[src/rtl/seq110_scan_ctrl.sv]
// rtl/seq110_scan_ctrl.sv - two-requester round-robin word scanner counting "110" detections
// Optional build macro: SEQ110_CLEAR_ON_WORD_EN (restart the detector on every accepted word).
module seq110_scan_ctrl #(
    parameter int WIDTH = 8
) (
    input  logic                         clk,
    input  logic                         rst,
    input  logic                         req0_valid,
    input  logic [WIDTH-1:0]             req0_data,
    output logic                         req0_ready,
    input  logic                         req1_valid,
    input  logic [WIDTH-1:0]             req1_data,
    output logic                         req1_ready,
    output logic                         busy,
    output logic                         done,
    output logic                         done_id,
    output logic [$clog2(WIDTH+1)-1:0]   match_cnt
);

    localparam int IW = $clog2(WIDTH);
    localparam int CW = $clog2(WIDTH+1);

    typedef enum logic [1:0] {IDLE, SHIFT, REPORT} state_t;
    typedef enum logic [1:0] {S0, S1, S2} det_t;

    state_t           state;
    state_t           state_next;
    det_t             det;
    det_t             det_next;
    logic [WIDTH-1:0] word;
    logic [IW-1:0]    idx;
    logic [CW-1:0]    cnt;
    logic             owner;
    logic             last_id;
    logic             grant1;
    logic             accept;
    logic             bit_in;
    logic             hit;

    // last_id resets to 1 so that requester 0 wins the first contested grant
    always_comb begin
        grant1 = req1_valid;
        if (req0_valid && req1_valid)
            grant1 = ~last_id;
    end

    assign accept = req0_ready | req1_ready;
    assign bit_in = word[idx];
    assign hit    = (det == S2) && !bit_in;

    always_comb begin
        det_next = S0;
        case (det)
            S0:      det_next = bit_in ? S1 : S0;
            S1:      det_next = bit_in ? S2 : S0;
            S2:      det_next = bit_in ? S2 : S0;
            default: det_next = S0;
        endcase
    end

    always_ff @(posedge clk) begin
        if (rst)
            state <= IDLE;
        else
            state <= state_next;
    end

    always_comb begin
        state_next = state;
        case (state)
            IDLE:    if (accept) state_next = SHIFT;
            SHIFT:   if (idx == '0) state_next = REPORT;
            REPORT:  state_next = IDLE;
            default: state_next = IDLE;
        endcase
    end

    // Gating with rst keeps a reset cycle silent even though the state register lags by one edge
    always_comb begin
        req0_ready = 1'b0;
        req1_ready = 1'b0;
        busy       = 1'b0;
        done       = 1'b0;
        if (!rst) begin
            req0_ready = (state == IDLE) && req0_valid && !grant1;
            req1_ready = (state == IDLE) && req1_valid && grant1;
            busy       = (state != IDLE);
            done       = (state == REPORT);
        end
    end

    always_ff @(posedge clk) begin
        if (rst) begin
            det       <= S0;
            cnt       <= '0;
            idx       <= '0;
            word      <= '0;
            owner     <= 1'b0;
            last_id   <= 1'b1;
            match_cnt <= '0;
            done_id   <= 1'b0;
        end else begin
            if (accept) begin
                word    <= grant1 ? req1_data : req0_data;
                owner   <= grant1;
                last_id <= grant1;
                cnt     <= '0;
                idx     <= IW'(WIDTH-1);
`ifdef SEQ110_CLEAR_ON_WORD_EN
                det     <= S0;
`else
                det     <= det;
`endif
            end
            if (state == SHIFT) begin
                det <= det_next;
                cnt <= cnt + CW'(hit);
                idx <= idx - 1'b1;
                if (idx == '0) begin
                    match_cnt <= cnt + CW'(hit);
                    done_id   <= owner;
                end
            end
        end
    end

endmodule

[config.mk]
export PLATFORM = sky130hd
export DESIGN_NAME = seq110_scan_ctrl
export DESIGN_NICKNAME = d
export VERILOG_FILES = /design/src/rtl/seq110_scan_ctrl.sv
export SDC_FILE = /design/constraint.sdc
export NUM_CORES = 1
export LEC_CHECK = 0
export BUFFER_PORTS_ARGS = -buffer_cell sky130_fd_sc_hd__buf_2
export CORE_AREA = 10 10 49 80
export CTS_BUF_LIST = sky130_fd_sc_hd__clkbuf_16
export DETAILED_ROUTE_END_ITERATION = 12
export DIE_AREA = 0 0 59 90
export PLACE_DENSITY = 0.8
export RECOVER_POWER = 50
export SLEW_MARGIN = 20
export SYNTH_ARGS = -nofsm -noshare
export SYNTH_HDL_FRONTEND = slang
export SYNTH_SLANG_ARGS = --single-unit
[constraint.sdc]
create_clock -name clk -period 2.5 [get_ports clk]
set_input_delay 0.5 -clock clk [delete_from_list [all_inputs] [get_ports clk]]
set_output_delay 0.5 -clock clk [all_outputs]
set_load 0.01 [all_outputs]
==> summary.md <==
| Metric | Value |
|---|---|
| Worst Path Required | 2.00 ns |
| Core footprint | 0.00263 mm^2 |
| Share of post-route cells with drive strength above 1 | 0.156 |
| Met3 GRT Util | 0.0268 |
| Fin crit period | 2.30 ns |
| Post-cts repair resize count | 0 |
| Grt ovf | 0 |
| Placed cell count | 183 |
| Post-layout nets | between 150 and 200 |
| H-tree lvl count | 1 |
| P_sw | 0.257 mW |
| Worst setup EP type | output pin |
| Slew at the pin closest to its max-slew limit | 1.34 ns |
| Clock sinks | 26 |
| Slew margin rel. | 0.107 |
| Design Power | 0.988 mW |
| Mean Syn Cell Area | 9.30 um^2 |
| Post-Route WL | 2780 um |
| Pint | 0.731 mW |
| Final Hold Vio Count | 0 |
| TritonCTS Buffers | 3 |
| P_leak | ~0.6 nW |
| GR Util met1 | 0.116 |
| Outcome | complete, no violations |
| Wirelength per Cell | 14.8 um |
| Seq cells post-synth | 26 |
| First-pass GRT wire length | 4730 um |
| Die area | 0.00531 mm^2 |
| Final Non-Filler Cells | 187 |
| Worst Setup SP | rst |
| Post-CTS setup buffer count | 0 |
| DRT Pass-1 Iters | 4 |
| Starting Density | 0.474 |
| Area growth, synth to finish | 17.3% |
| Vias in the first global route | around 1100 |
| R2R Path End | cnt[2] |
| R2R depth | 8 |
| Vias | roughly 1000 |
| Synth unique cells | 30 |
| Clk_lat worst skew | 0.26 ns |
| Final setup fails | 0 |
| DRC | 0 |
| Startpoint types | primary input |
| Pwr/cell area | 676 mW/mm^2 |
| CP max FO | 31 |
| Maxcap violations | 0 |
| Switch share | 0.260 |
| PortBufs | 28 |
| Die H | 90 um |
| CTS root buf | clkbuf_16 |
| Setup TNS | 0 ns |
| Sequential-to-total area share from yosys stat | 0.418 |
| Worst path arrival time | 1.80 ns |
| GR Util met2 | 0.188 |
| Post-Place Worst Slack | 0.245 ns |
| Worst Hold Class | reg2reg |
| Maximum vdd drop | ~0.00049 V |
| Total I/O pin count | 29 |
| Largest net degree at the start of global routing | 32 |
| Die Width | 59 um |
| GR peak layer | met2 |
| Sequential share of power | 0.474 |
| Initial drt markers | 15 |
| Via-to-Cell Ratio | 5.59 |
| Clock power frac | 0.363 |
| Final ANT Viol Nets | 0 |
| Clock tree buffer depth | 2 |
| Gr usage total | 0.108 |
| Initial antenna violation count | 0 |
| Fin worst setup slack | 0.200 ns |
| N_diodes | 0 |
| Comb power frac | 0.163 |
| Cell Area, Synth | 0.00125 mm^2 |
| RSZ-0062 raised after global routing | no |
| Synth warnings | 0 |
| DPL Wire Length | around 2100 um |
| Final GP Congestion | ~0.76 |
| Crit Path Class | in2out |
| Setup Skew | ~0.0042 ns |
| CP endpoint | req0_ready |
| R2r setup slk | 0.21 ns |
| Fin. max-slew vios | 0 |
| Cells after synthesis | 134 |
| CTS clk-pin slew, worst paths | 0.07 ns |
| Fmax | between 400 and 500 MHz |
| Final worst-path cycle share | 0.920 |
| Mapped Nets | 161 |
| CTS tree | done |
| Worst r2r src | idx[0] |
| Row cnt | 25 |
| Hold Buf Count CTS | 0 |
worst min-delay path by stage:
stage	from	depth (start not counted)	slack [ns]	endpoint
finish	owner	2	0.47	owner
floorplan	owner	2	0.44	owner
detailed placement	owner	2	0.46	owner
global placement	owner	2	0.44	owner
CTS	owner	2	0.47	owner
global route	owner	2	0.49	owner
critical path: stages:
cell and delay [ns]:
clkbuf_1 0.96, nor3_1 0.14, buf_2 0.20
layout make-up:
| type | count | area [um^2] |
|---|---|---|
| Sequential cell | 26 | 520 |
| Inverter | 4 | 15.0 |
| Multi-Input combinational cell | 96 | 669 |
| Timing Repair Buffer | 30 | 144 |
| Clock buffer | 3 | 75.1 |
| Fill cell | 242 | 1170 |
| Tap cell | 27 | 33.8 |
| Clock inverter | 1 | 3.75 |
synthesized netlist by cell type:
cell type | count | area share
nor2b_1 | 4 | 0.020
nor2_1 | 17 | 0.051
nor3_1 | 5 | 0.020
nand4b_1 | 1 | 0.0070
o21a_1 | 1 | 0.0060
nand2_1 | 10 | 0.030
nand3_1 | 4 | 0.016
mux2i_1 | 11 | 0.088
inv_1 | 4 | 0.012
nand2b_1 | 2 | 0.010
buf_2 | 1 | 0.0040
o21ai_1 | 1 | 0.0040
nor2_2 | 1 | 0.0050
a221o_1 | 1 | 0.0080
xor2_1 | 2 | 0.014
a211oi_1 | 11 | 0.066
mux2_2 | 1 | 0.0090
dfxtp_1 | 26 | 0.42
buf_4 | 2 | 0.012
a21boi_0 | 1 | 0.0060
clkbuf_1 | 4 | 0.012
ha_1 | 7 | 0.070
nor3b_1 | 1 | 0.0060
o22ai_1 | 1 | 0.0050
mux4_1 | 2 | 0.042
buf_1 | 1 | 0.0030
a221oi_1 | 1 | 0.0070
xnor2_1 | 1 | 0.0070
o21ai_0 | 1 | 0.0040
a21oi_1 | 9 | 0.036
cells by family after synthesis:
group / after synthesis / synth area share
XOR/XNOR: 3 / 0.0211
buffers and inverters: 12 / 0.0432
adder cells (fa/ha/maj): 7 / 0.0703
AO/OA/AOI/OAI: 27 / 0.143
multiplexers: 14 / 0.140
flip-flops: 26 / 0.418
AND/OR/NAND/NOR: 45 / 0.166
metrics by stage:
| stage | hold slack (ns) | utilization | cell area (um^2) |
|---|---|---|---|
| 2_1_floorplan | 0.436 | - | 1250 |
| 3_3_place_gp | 0.445 | 0.531 | 1400 |
| 3_5_place_dp | 0.462 | 0.531 | 1400 |
| 4_1_cts | 0.471 | 0.561 | 1480 |
| 5_1_grt | 0.486 | 0.556 | 1460 |
| 6_report | 0.472 | 0.556 | 1460 |
cell usage in the layout, fill, tap and decap left out, drive strengths merged, types with 5 or more instances in the layout:
master	count
buf	21
dfxtp	26
clkbuf	12
ha	7
nor3	5
nor2	18
a211oi	11
nand2	10
a21oi	9
mux2i	11
metal layers:
metal | wire [um] | up-vias
met5 | 0 | -
met2 | 1500 | 24
li1 | - | 527
met4 | 36 | 0
met3 | 109 | 4
met1 | 1130 | 490
flip-flops by register name, indices dropped and copies added, names as in the netlist:
| signal | flops |
|---|---|
| owner | 1 |
| idx | 3 |
| word | 8 |
| last_id | 1 |
| det | 2 |
| state | 2 |
| done_id | 1 |
| match_cnt | 4 |
| cnt | 4 |
power by group through the flow:
stage	sequential (mW)	combinational (mW)	clock (mW)
6_report	0.469	0.161	0.358
5_1_grt	0.473	0.183	0.371
4_1_cts	0.469	0.166	0.356
3_5_place_dp	0.478	0.165	0
3_3_place_gp	0.474	0.157	0
2_1_floorplan	0.471	0.121	0
No activity file was read; power rests on OpenSTA's default activity.
